### src/rtl/isa_pkg.sv
// Shared ISA definitions for the program loader and the core's decoder.
// Holds the mnemonic codes, opcode constants, fixed NOP/HALT words, field
// bit positions, loader FSM states and loader error codes.
package isa_pkg;

    typedef enum logic [4:0] {
        MN_JMP     = 5'd0,
        MN_JMPR    = 5'd1,
        MN_JMPC    = 5'd2,
        MN_JMPRC   = 5'd3,
        MN_LOAD    = 5'd4,
        MN_STORE   = 5'd5,
        MN_LOADC   = 5'd6,
        MN_ADD     = 5'd7,
        MN_ADDF2   = 5'd8,
        MN_SUB     = 5'd9,
        MN_SUBF2   = 5'd10,
        MN_AND     = 5'd11,
        MN_OR      = 5'd12,
        MN_XOR     = 5'd13,
        MN_NAND    = 5'd14,
        MN_NOR     = 5'd15,
        MN_NXOR    = 5'd16,
        MN_SHIFTR  = 5'd17,
        MN_SHIFTRA = 5'd18,
        MN_SHIFTL  = 5'd19,
        MN_NOP     = 5'd20,
        MN_HALT    = 5'd21
    } mnem_e;

    typedef enum logic [2:0] {
        ST_IDLE   = 3'd0,
        ST_ACCEPT = 3'd1,
        ST_WRITE  = 3'd2,
        ST_DONE   = 3'd3,
        ST_ERROR  = 3'd4
    } state_e;

    typedef enum logic [1:0] {
        ERR_NONE     = 2'd0,
        ERR_ILLEGAL  = 2'd1,
        ERR_RANGE    = 2'd2,
        ERR_OVERFLOW = 2'd3
    } err_e;

    // Opcode constants (4-bit jumps, 5-bit memory ops, 7-bit ALU/shift ops)
    localparam logic [3:0] OPC4_JMP     = 4'b0000;
    localparam logic [3:0] OPC4_JMPR    = 4'b0001;
    localparam logic [3:0] OPC4_JMPC    = 4'b0010;
    localparam logic [3:0] OPC4_JMPRC   = 4'b0011;
    localparam logic [4:0] OPC5_LOAD    = 5'b01000;
    localparam logic [4:0] OPC5_STORE   = 5'b01001;
    localparam logic [4:0] OPC5_LOADC   = 5'b01010;
    localparam logic [6:0] OPC7_ADD     = 7'b0101100;
    localparam logic [6:0] OPC7_SHIFTR  = 7'b0110110;

    localparam logic [15:0] WORD_NOP  = 16'h7200;
    localparam logic [15:0] WORD_HALT = 16'h73FF;

    // Field least-significant bit positions
    localparam int OPC4_LSB  = 12;
    localparam int OPC5_LSB  = 11;
    localparam int OPC7_LSB  = 9;
    localparam int COND_LSB  = 9;
    localparam int MOP0_LSB  = 8;   // op0 of LOAD/STORE/LOADC
    localparam int OP0_LSB   = 6;
    localparam int OP1_LSB   = 3;

endpackage

### src/rtl/instr_encode.sv
// Combinational instruction encoder: mnemonic plus fields -> 16-bit word.
// Ports: mnem_i, op0_i/op1_i/op2_i, cond_i, imm_i in; word_o (encoded word),
// legal_o (mnemonic is defined), range_err_o (offset/shift out of range) out.
module instr_encode
    import isa_pkg::*;
(
    input  logic [4:0]  mnem_i,
    input  logic [2:0]  op0_i,
    input  logic [2:0]  op1_i,
    input  logic [2:0]  op2_i,
    input  logic [2:0]  cond_i,
    input  logic [7:0]  imm_i,
    output logic [15:0] word_o,
    output logic        legal_o,
    output logic        range_err_o
);

    logic [4:0] alu_idx_s;
    logic [4:0] shift_idx_s;
    logic       offset_bad_s;
    logic       shift_bad_s;

    // ALU and shift opcodes are consecutive in mnemonic order
    assign alu_idx_s    = mnem_i - 5'd7;
    assign shift_idx_s  = mnem_i - 5'd17;
    // Offset must be a sign-extended 6-bit value
    assign offset_bad_s = (imm_i[7:6] != {imm_i[5], imm_i[5]});
    assign shift_bad_s  = (imm_i[7:4] != 4'd0);

    // Word assembly and legality per mnemonic
    always_comb begin
        word_o      = 16'h0000;
        legal_o     = 1'b1;
        range_err_o = 1'b0;
        case (mnem_i)
            MN_JMP: begin
                word_o[OPC4_LSB +: 4] = OPC4_JMP;
                word_o[2:0]           = op0_i;
            end
            MN_JMPR: begin
                word_o[OPC4_LSB +: 4] = OPC4_JMPR;
                word_o[5:0]           = imm_i[5:0];
                range_err_o           = offset_bad_s;
            end
            MN_JMPC: begin
                word_o[OPC4_LSB +: 4] = OPC4_JMPC;
                word_o[COND_LSB +: 3] = cond_i;
                word_o[OP0_LSB +: 3]  = op0_i;
                word_o[2:0]           = op1_i;
            end
            MN_JMPRC: begin
                word_o[OPC4_LSB +: 4] = OPC4_JMPRC;
                word_o[COND_LSB +: 3] = cond_i;
                word_o[OP0_LSB +: 3]  = op0_i;
                word_o[5:0]           = imm_i[5:0];
                range_err_o           = offset_bad_s;
            end
            MN_LOAD, MN_STORE: begin
                word_o[OPC5_LSB +: 5] = (mnem_i == MN_LOAD) ? OPC5_LOAD : OPC5_STORE;
                word_o[MOP0_LSB +: 3] = op0_i;
                word_o[2:0]           = op1_i;
            end
            MN_LOADC: begin
                word_o[OPC5_LSB +: 5] = OPC5_LOADC;
                word_o[MOP0_LSB +: 3] = op0_i;
                word_o[7:0]           = imm_i;
            end
            MN_ADD, MN_ADDF2, MN_SUB, MN_SUBF2, MN_AND,
            MN_OR, MN_XOR, MN_NAND, MN_NOR, MN_NXOR: begin
                word_o[OPC7_LSB +: 7] = OPC7_ADD + {2'b00, alu_idx_s};
                word_o[OP0_LSB +: 3]  = op0_i;
                word_o[OP1_LSB +: 3]  = op1_i;
                word_o[2:0]           = op2_i;
            end
            MN_SHIFTR, MN_SHIFTRA, MN_SHIFTL: begin
                word_o[OPC7_LSB +: 7] = OPC7_SHIFTR + {2'b00, shift_idx_s};
                word_o[OP0_LSB +: 3]  = op0_i;
                word_o[3:0]           = imm_i[3:0];
                range_err_o           = shift_bad_s;
            end
            MN_NOP:  word_o = WORD_NOP;
            MN_HALT: word_o = WORD_HALT;
            default: legal_o = 1'b0;
        endcase
    end

endmodule

### src/rtl/instr_encoder_loader.sv
// Program loader: accepts mnemonic commands over valid/ready, encodes them
// and writes the words to sequential instruction-memory addresses.
// Ports: start/base_addr open a session; cmd_* is the command handshake;
// imem_* is the memory write port (held until imem_ready); busy/done/err/
// err_code/word_count report session status.
module instr_encoder_loader
    import isa_pkg::*;
#(
    parameter int ADDR_W = 8
) (
    input  logic              clk,
    input  logic              rst_n,
    input  logic              start,
    input  logic [ADDR_W-1:0] base_addr,
    input  logic              cmd_valid,
    output logic              cmd_ready,
    input  logic [4:0]        cmd_mnem,
    input  logic [2:0]        cmd_op0,
    input  logic [2:0]        cmd_op1,
    input  logic [2:0]        cmd_op2,
    input  logic [2:0]        cmd_cond,
    input  logic [7:0]        cmd_imm,
    output logic              imem_we,
    output logic [ADDR_W-1:0] imem_addr,
    output logic [15:0]       imem_wdata,
    input  logic              imem_ready,
    output logic              busy,
    output logic              done,
    output logic              err,
    output logic [1:0]        err_code,
    output logic [ADDR_W:0]   word_count
);

    localparam logic [ADDR_W-1:0] ADDR_MAX = {ADDR_W{1'b1}};

    state_e            state_q;
    logic [ADDR_W-1:0] addr_q;
    logic [15:0]       wdata_q;
    logic              we_q;
    logic              halt_q;
    logic              wrapped_q;
    logic              cmd_ready_q;
    logic              busy_q;
    logic              done_q;
    logic              err_q;
    logic [1:0]        err_code_q;
    logic [ADDR_W:0]   word_count_q;

    logic [15:0]       enc_word_s;
    logic              enc_legal_s;
    logic              enc_range_err_s;
    logic              cmd_is_halt_s;

    instr_encode u_encode (
        .mnem_i      (cmd_mnem),
        .op0_i       (cmd_op0),
        .op1_i       (cmd_op1),
        .op2_i       (cmd_op2),
        .cond_i      (cmd_cond),
        .imm_i       (cmd_imm),
        .word_o      (enc_word_s),
        .legal_o     (enc_legal_s),
        .range_err_o (enc_range_err_s)
    );

    assign cmd_is_halt_s = (cmd_mnem == MN_HALT);

    // Session FSM with address counter, memory handshake and status registers
    always_ff @(posedge clk or negedge rst_n) begin
        if (!rst_n) begin
            state_q      <= ST_IDLE;
            addr_q       <= '0;
            wdata_q      <= 16'h0000;
            we_q         <= 1'b0;
            halt_q       <= 1'b0;
            wrapped_q    <= 1'b0;
            cmd_ready_q  <= 1'b0;
            busy_q       <= 1'b0;
            done_q       <= 1'b0;
            err_q        <= 1'b0;
            err_code_q   <= ERR_NONE;
            word_count_q <= '0;
        end else begin
            case (state_q)
                ST_IDLE, ST_DONE, ST_ERROR: begin
                    if (start) begin
                        state_q      <= ST_ACCEPT;
                        addr_q       <= base_addr;
                        word_count_q <= '0;
                        wrapped_q    <= 1'b0;
                        done_q       <= 1'b0;
                        err_q        <= 1'b0;
                        err_code_q   <= ERR_NONE;
                        cmd_ready_q  <= 1'b1;
                        busy_q       <= 1'b1;
                    end
                end
                ST_ACCEPT: begin
                    if (cmd_valid) begin
                        cmd_ready_q <= 1'b0;
                        if (!enc_legal_s) begin
                            state_q    <= ST_ERROR;
                            err_q      <= 1'b1;
                            err_code_q <= ERR_ILLEGAL;
                            busy_q     <= 1'b0;
                        end else if (enc_range_err_s) begin
                            state_q    <= ST_ERROR;
                            err_q      <= 1'b1;
                            err_code_q <= ERR_RANGE;
                            busy_q     <= 1'b0;
                        end else if (wrapped_q && !cmd_is_halt_s) begin
                            // Memory already full; only a closing HALT may still go in
                            state_q    <= ST_ERROR;
                            err_q      <= 1'b1;
                            err_code_q <= ERR_OVERFLOW;
                            busy_q     <= 1'b0;
                        end else begin
                            state_q <= ST_WRITE;
                            we_q    <= 1'b1;
                            wdata_q <= enc_word_s;
                            halt_q  <= cmd_is_halt_s;
                        end
                    end
                end
                ST_WRITE: begin
                    if (imem_ready) begin
                        we_q         <= 1'b0;
                        word_count_q <= word_count_q + {{ADDR_W{1'b0}}, 1'b1};
                        if (halt_q) begin
                            state_q <= ST_DONE;
                            done_q  <= 1'b1;
                            busy_q  <= 1'b0;
                        end else begin
                            state_q     <= ST_ACCEPT;
                            cmd_ready_q <= 1'b1;
                            if (addr_q == ADDR_MAX) begin
                                addr_q    <= '0;
                                wrapped_q <= 1'b1;
                            end else begin
                                addr_q <= addr_q + {{(ADDR_W-1){1'b0}}, 1'b1};
                            end
                        end
                    end
                end
                default: begin
                    state_q <= ST_IDLE;
                end
            endcase
        end
    end

    assign cmd_ready  = cmd_ready_q;
    assign imem_we    = we_q;
    assign imem_addr  = addr_q;
    assign imem_wdata = wdata_q;
    assign busy       = busy_q;
    assign done       = done_q;
    assign err        = err_q;
    assign err_code   = err_code_q;
    assign word_count = word_count_q;

endmodule

### config.mk
export PLATFORM = sky130hd
export DESIGN_NAME = instr_encoder_loader
export DESIGN_NICKNAME = d
export VERILOG_FILES = /design/src/rtl/isa_pkg.sv /design/src/rtl/instr_encode.sv /design/src/rtl/instr_encoder_loader.sv
export SDC_FILE = /design/constraint.sdc
export NUM_CORES = 1
export LEC_CHECK = 0
export CORE_ASPECT_RATIO = 0.75
export CORE_UTILIZATION = 39
export CTS_CLUSTER_SIZE = 24
export DETAILED_ROUTE_END_ITERATION = 8
export MAX_ROUTING_LAYER = met4
export PLACE_DENSITY = 0.76
export SETUP_SLACK_MARGIN = 0.05
export SYNTH_ARGS = -nofsm -noshare
export SYNTH_HDL_FRONTEND = slang
export SYNTH_HIERARCHICAL = 1
export SYNTH_SLANG_ARGS = --single-unit
### constraint.sdc
create_clock -name clk -period 4.1 [get_ports clk]
set_input_delay 0.82 -clock clk [delete_from_list [all_inputs] [get_ports clk]]
set_output_delay 0.82 -clock clk [all_outputs]
set_load 0.05 [all_outputs]
* Yosys cells after proc, flatten, opt, wreduce, memory -nomap -nowiden
Cells that the tools add are included.
** Storage, ports and cells
- Logic and storage cells :: 150
- Bits of input ports :: 38
- Output and inout port bits :: 40
- Register bits after elaboration :: 45
** Operators by class
- Muxes and demuxes :: 62
- Eq/ne operators :: 37
- Bitwise operators :: 2
- Reductions and logical operators :: 31
- $add $sub $neg :: 6
** Operator list (count)
- $eq A5 B4 Y1 const B :: 8
- $mux W8 :: 4
- $pmux W4 S8 :: 1
- $eq A5 B5 Y1 const B :: 6
- $pmux W4 S7 :: 1
- $mux W1 :: 27
- $reduce_or A22 Y1 :: 1
- $eq A5 B3 Y1 const B :: 4
- $mux W3 :: 6
- $mux W9 :: 2
- $ne A2 B2 Y1 const B :: 9
- $pmux W9 S2 :: 1
- $pmux W8 S2 :: 1
- $pmux W3 S5 :: 1
- $reduce_and A5 Y1 :: 3
- $reduce_or A15 Y1 :: 1
- $add A6 B5 Y7 const A :: 2
- $mux W2 :: 6
- $pmux W2 S3 :: 2
- $reduce_and A4 Y1 :: 3
- $reduce_and A6 Y1 :: 2
- $reduce_or A3 Y1 :: 4
- $eq A5 B2 Y1 const B :: 2
- $pmux W1 S2 :: 5
- other kinds (26) :: 36

* Longest topological paths before layout
- Depth after elaboration :: 8
- Mapped depth :: 13
- Gate-level depth less buffers :: 10

* Cells and area by module
The synthesis kept the hierarchy.
** By module, submodules not included
- instr_encoder_loader :: area each 2204.6 µm², instances 1, seq. area each 1126.1 µm², cells each 205
- instr_encode :: area each 784.5 µm², instances 1, seq. area each 0.0 µm², cells each 121

* Least setup slack after synthesis
No wires, ideal clock.
- Kind :: input -> register
- Start :: input cmd_mnem[0]
- End :: register wdata_q[0], in the netlist imem_wdata[0]
- Arrival time :: 3.295 ns
- Stages on the path :: 12
- Path buffers :: 2
- Setup time :: 0.125 ns
- Path slack :: 0.680 ns
- Required time :: 3.975 ns
- Cell sequence :: inv_1 -> ha_1 -> nor3_2 -> nor3b_1 -> a311o_1 -> or3_4 -> o21bai_1 -> nor2b_1 -> nand3b_1 -> buf_2 -> buf_2 -> mux2_2
** Between the ends
- Elaborated cells between the ends (all ways) :: 36
- Classes of those cells :: 21 x eq/ne; 3 x mux; 2 x bitwise; 10 x reduce/logical
** RTL lines
- start: declaration :: line instr_encoder_loader.sv:17 : input logic [4:0] cmd_mnem,
- $eq A5 B5 Y1, or another cell as far along :: line instr_encode.sv:35 : case (mnem_i)
- $reduce_or A22 Y1 (no source line) (*)
- $mux W1 (*) :: line instr_encode.sv:35
- net enc_legal_s :: line instr_encoder_loader.sv:50 : logic enc_legal_s;
- $reduce_and A5 Y1 (no source line) (*)
- end signal: assignment :: line instr_encoder_loader.sv:120 : wdata_q <= enc_word_s;
- end: declaration :: line instr_encoder_loader.sv:38 : logic [15:0] wdata_q;
Mark *: on every way through the listed nets, which the timed path passes. The rest lies on a longest branch.
A chain may end at the register's enable or synchronous reset.

* Final worst setup path
- Start :: input cmd_mnem[1]
- End :: register wdata_q[9], in the netlist imem_wdata[9]
The elaborated chain is that of the path after synthesis.

==> results.yml <==
sta:
  fin_crit_ns: 3.67
  skew_ns: 0.0104
  slew_viol_final: 0
  worst_pin_slew_ns: 1.04
  fin_crit_sh: 0.895
  relSlewSlack: 0.290
  finalSetupTns_ns: 0
  rsz0062_at_grt: "false"
  hold_violations: 0
  clock.fmax_ghz: 0.273
  setup_violations: 0
logic_synthesis:
  ys_seq_area_frac: 0.377
  ys_ff_latch: 45
  yosys-top-cells-area: "dfrtp_1 38%, mux2_2 6.8%, a21oi_1 4.2%, ha_1 4.2%, o21ai_0 4.0%"
  ys_types: 63
  ys.flop_type: "dfrtp_1"
  syn_area_per_cell_um2: 9.17
  synth_edf_count: 0
  synthCells: 326
  netlist.area_leader.share: 0.377
  synth-warning-count: 6
  synth_nets: 374
  synth-async-reset-ratio: 1.00
  synth_top_area_cell: "dfrtp_1"
  syn_area_um2: 2990
placement:
  gp_congestion: 0.957
  dp_hpwl_um: 6150
  numPlacedInstances: 493
  portBuffers: 77
power:
  cellPowerDensity_nw_per_um2: 638
  vdd_drop_max_v: 0.000395
  leakage_nw: 1.62
setup_path:
  criticalPathCategory: "input port to flip-flop"
  setup.worst_path.start_class: "input port"
  worstPathRequired_ns: 4.29
  critPathCaptureType: "flip-flop"
  r2r_slack_ns: 1.75
  arrival_ns: 3.86
  cp_max_fo: 10
route:
  drt-pass1-iter-count: 4
  routedWlPerCell_um: 16.3
  antenna_left: 0
  routed-via-count: 2887
  drt-vias-per-instance: 5.76
  drt_iter0_markers: 233
  routed_wl_um: 8180
  drc: 0
cts:
  ctsResizeCount: 0
  htree_levels: 2
  cts_root_buffer: "clkbuf_8"
  cts_made_buffers: 5
  cts_setup_buffers: 0
  cts_hold_buf: 0
  tritoncts: "yes"
  clock_path_buffers: 2
  cts.clk_slew.worst_paths_ns: 0.09
  cts_sinks: 45
  insertion_delay_ns: 0.31
run_status:
  status: "finished clean"
grt:
  grt_max_degree: 46
  grt_pass1_vias: 2655
  globalRouteOverflowTotal: 0
  track_usage: 0.216
  antenna_found_initial: 0
  grt_pass1_wl_um: 13200
floorplanning:
  start_util: 0.406
  die-area_um2: 8020
  die_w_um: 103
  rows: 27
  die_h_um: 77.8
  ios: 78
  core-area_um2: 7360
layout:
  fin_cells: 501
  fin_nets: 447
  fill_cells: 682
  area_growth_pct: 32.9
  drive_above_1_share: 0.125
  diodes: 0
  seq_area_um2: 1130
  multiInputGateArea_um2: 1740
worst_hold_path:
  hp-class: "flip-flop to flip-flop"
job:
  drv_cap: 0
[routing by layer]
metal,track usage,vias up,share of wire
li1,-,1368,-
met1,0.314,1410,0.49
met2,0.315,96,0.45
met3,0.0324,13,0.048
met4,0.0507,0,0.014
met5,-,-,0
[layout make-up]
type / count / share of cell area
Sequential cell: 45 / 0.283
Clock inverter: 2 / 0.00945
Clock buffer: 6 / 0.0208
Tap cell: 101 / 0.0318
Multi-Input combinational cell: 253 / 0.437
Timing Repair Buffer: 86 / 0.210
Inverter: 8 / 0.00756
[metrics by stage]
stage          utilization  hold WS, ns  setup slack, ns  power [mW]  cell area, µm²
2_1_floorplan            -        0.456            0.680        1.72            2990
3_3_place_gp         0.523        0.475            0.252        2.15            3850
3_5_place_dp         0.523        0.472            0.146        2.18            3850
4_1_cts              0.540        0.493            0.454        2.55            3970
5_1_grt              0.540        0.506            0.238        2.67            3970
6_report             0.540        0.483            0.431        2.53            3970
[Yosys cell counts, types with 3 or more instances]
cell type / instances
nor2_1: 20
o211ai_1: 5
nand2b_1: 7
or4_1: 4
o31ai_1: 5
ha_1: 10
mux2_2: 18
a22o_1: 7
or3_1: 3
a21oi_1: 25
nand4_1: 3
a221o_1: 5
nand3_1: 14
o21ai_0: 24
inv_1: 8
nand2_1: 29
a31oi_1: 5
clkbuf_1: 8
dfrtp_1: 45
nor3_1: 6
xnor2_1: 6
buf_2: 9
a221oi_1: 4
nor3b_1: 4
[state kept, by name, summed over array words and instances, names as in the netlist]
| signal | cells |
|---|---|
| halt_q | 1 |
| err_code | 2 |
| word_count | 9 |
| imem_we | 1 |
| done | 1 |
| imem_addr | 8 |
| busy | 1 |
| err | 1 |
| state_q | 3 |
| cmd_ready | 1 |
| imem_wdata | 16 |
| wrapped_q | 1 |
[worst paths after layout]
check / start / endpoint / cells after the start
worst max-delay path: cmd_mnem[1] / imem_wdata[9]$_DFFE_PN0P_ / 12
max in group asynchronous: rst_n / imem_wdata[9]$_DFFE_PN0P_ / 1
worst max register to register: state_q[1]$_DFFE_PN0P_ / imem_addr[0]$_DFFE_PN0P_ / 5
min in group asynchronous: rst_n / word_count[5]$_DFFE_PN0P_ / 1
worst min-delay path: err$_DFFE_PN0P_ / err$_DFFE_PN0P_ / 1
worst min register to register: err$_DFFE_PN0P_ / err$_DFFE_PN0P_ / 1
[kinds of logic (layout without fill, tap and decap cells)]
logic type	Yosys count	after routing	synth area share
flip-flops	45	45	0.377
AO/OA/AOI/OAI	102	102	0.232
buffers and inverters	28	102	0.0419
AND/OR/NAND/NOR	113	113	0.210
multiplexers	20	20	0.0745
adder cells (fa/ha/maj)	10	10	0.0419
XOR/XNOR	8	8	0.0234
[worst max-delay path, stage by stage]
cell	delay (ns)
clkdlybuf4s50_1	0.59
inv_1	0.13
ha_1	0.32
nor3_2	0.17
nor3b_1	0.07
a311o_1	0.31
or3_4	0.39
o21bai_1	0.19
nor2b_1	0.18
nand3b_1	0.13
buf_4	0.20
mux2_2	0.35
[cell usage in the layout (no fill, tap or decap), types with 3 or more instances in the layout]
cell and n:
nor2_1 20, or3_1 3, clkbuf_8 6, nand4_1 3
or4_1 4, xnor2_1 6, a221o_1 5, mux2_2 18
a22o_1 7, o31ai_1 5, a21oi_1 25, a31oi_1 5
nor3b_1 4, nand2b_1 7, nand2_1 29, nand3_1 14
nor3_1 6, o21ai_0 24, ha_1 10, o211ai_1 5
a221oi_1 4, clkdlybuf4s50_1 76, buf_4 9, dfrtp_1 45
inv_1 8
[report_power, final]
part	internal (mW)	switching [mW]	leakage, nW
Clock	0.198	0.160	0.0574
Combinational	0.533	0.896	0.985
Sequential	0.596	0.150	0.580
No activity file was read; power rests on OpenSTA's default activity.
==> RTL edit (same flow settings) <==
`OP0_LSB`: 6 -> 8.
--- a/src/rtl/isa_pkg.sv
+++ b/src/rtl/isa_pkg.sv
@@ -65,3 +65,3 @@
     localparam int MOP0_LSB  = 8;   // op0 of LOAD/STORE/LOADC
-    localparam int OP0_LSB   = 6;
+    localparam int OP0_LSB   = 8;
     localparam int OP1_LSB   = 3;
Behaviour: not the same (Yosys sat finds a counterexample within 4 cycles, from zero or initial values and one cycle with rst_n low).
==> RTL edit against the original RTL <==
  * Combinational power up 3%
  * Highest routed layer unchanged
  * Via count down 7.3%
  * Clock power shrank 19%
  * Global-route usage about the same
  * Setup slack better by 0.0014 ns
  * Routed wire length fell by 4.5%
  * Count of clock-buffer cells in the layout stayed put
  * Design area is 2.3% lower
  * Area after synthesis down 2.3%
  * Total power is 0.80% lower
  * Sequential cell count is the same
==> RTL edit: results (changes against the original RTL) <==
Timing
  – Relative slew slack: 0.3334 (+0.04301)
  – Setup skew after layout: 0.01347 ns (+0.003092 ns)

Cells and area
  – Layout Nets: 439 (-1.8%)
  – Antenna diodes: 0 (unchanged)
  – Non-Filler Instances: 489 (-2.4%)
  – Fraction of layout cells with a size suffix above 1: 0.1228 (-0.002238)

Power and ir drop
  – Peak supply drop: 362.8 µV (-8.0%)
  – Leakage power: 1.624 nW (+0.12%)

Global route
  – Met2 Use GR: 0.3074 (-0.007901)
  – First-pass GRT wire length: 12920 µm (-2.0%)
  – Number of global-route vias before repair: 2595 (-2.3%)
  – Met3 usage: 0.03099 (-0.001439)
  – Total track usage: 0.2165 (+0.0003218)

Worst setup path
  – Maximum fanout along the worst path: 11 (+1)

Placed design
  – Post-DP HPWL: 5955 µm (-3.2%)
  – Placement Cell Area: 3785 µm² (-1.8%)
  – PortBufs: 75 (-2.6%)
  – Post-place setup slack: 0.1519 ns (+0.005398 ns)
  – Final GP Congestion: 0.9200 (-3.9%)
  – Placed Instances: 481 (-2.4%)

Yosys
  – Top post-synthesis cells by count: 45 x dfrtp_1, 33 x nand2_1, 24 x a21oi_1
  – Mapped Cells: 313 (-4.0%)
  – Seq/Total Area, Yosys: 0.3858 (+0.009043)
  – Yosys cell types: 51 (-19%)
  – Top cells by area, synth: dfrtp_1 39%, mux2_2 6.9%, ha_1 4.7%
  – Synthesized net count: 362 (-3.2%)

Outcome
  – Outcome: finished clean

Routing
  – Vias: 2676 (-7.3%)
  – Final WL: 7807 µm (-4.5%)
  – 1st-iter DRT viols: 214 (-8.2%)
## RTL edit: cell type report
class,instances,area (µm²)
multi-input cells,245,1682
fillers,665,3146
clock buffers,6,82.58
repair buffers,86,828.3
well taps,98,122.6
inverters,7,26.28
clock inverters,2,13.76
flip-flops and latches,45,1126
## RTL edit: cells by family after synthesis
family,count (synthesis),share of synthesized area
mux,21,0.08144
buf+inv,23,0.03815
fa+ha+maj,11,0.04715
compound gates,97,0.2280
xor+xnor,8,0.02400
simple gates,108,0.1955
flops,45,0.3858
## RTL edit: routing by layer
metal  share of wire  up-vias
li1                -     1326
met1            0.52     1275
met2            0.43       68
met3           0.044        7
met4          0.0081        0
met5               0        -
## RTL edit: where the power goes
part	switching (mW)	internal (mW)	leakage [nW]	total [mW]
registers	0.152	0.601	0.578	0.753
logic	0.922	0.547	0.994	1.47
clock network	0.155	0.137	0.0512	0.291
total	1.23	1.28	1.62	2.51
## RTL edit: worst paths after layout
check / startpoint / end / slack, ns / depth (start not counted)
setup / recovery: cmd_mnem[0] / imem_wdata[15]$_DFFE_PN0P_ / 0.43 / 12
hold / removal: err$_DFFE_PN0P_ / err$_DFFE_PN0P_ / 0.50 / 1
setup reg to reg: state_q[1]$_DFFE_PN0P_ / imem_addr[0]$_DFFE_PN0P_ / 1.75 / 5
hold reg to reg: err$_DFFE_PN0P_ / err$_DFFE_PN0P_ / 0.50 / 1
max in group asynchronous: rst_n / imem_wdata[2]$_DFFE_PN0P_ / 2.80 / 1
min in group asynchronous: rst_n / word_count[6]$_DFFE_PN0P_ / 0.67 / 1
## RTL edit: critical path, cell delays in order
cell             delay [ns]
clkdlybuf4s50_1        0.59
inv_1                  0.13
ha_1                   0.30
or3_1                  0.37
nand3_1                0.13
inv_1                  0.11
a2111oi_0              0.49
a21oi_1                0.14
nor2b_1                0.17
nand3b_1               0.11
buf_4                  0.21
mux2_2                 0.28
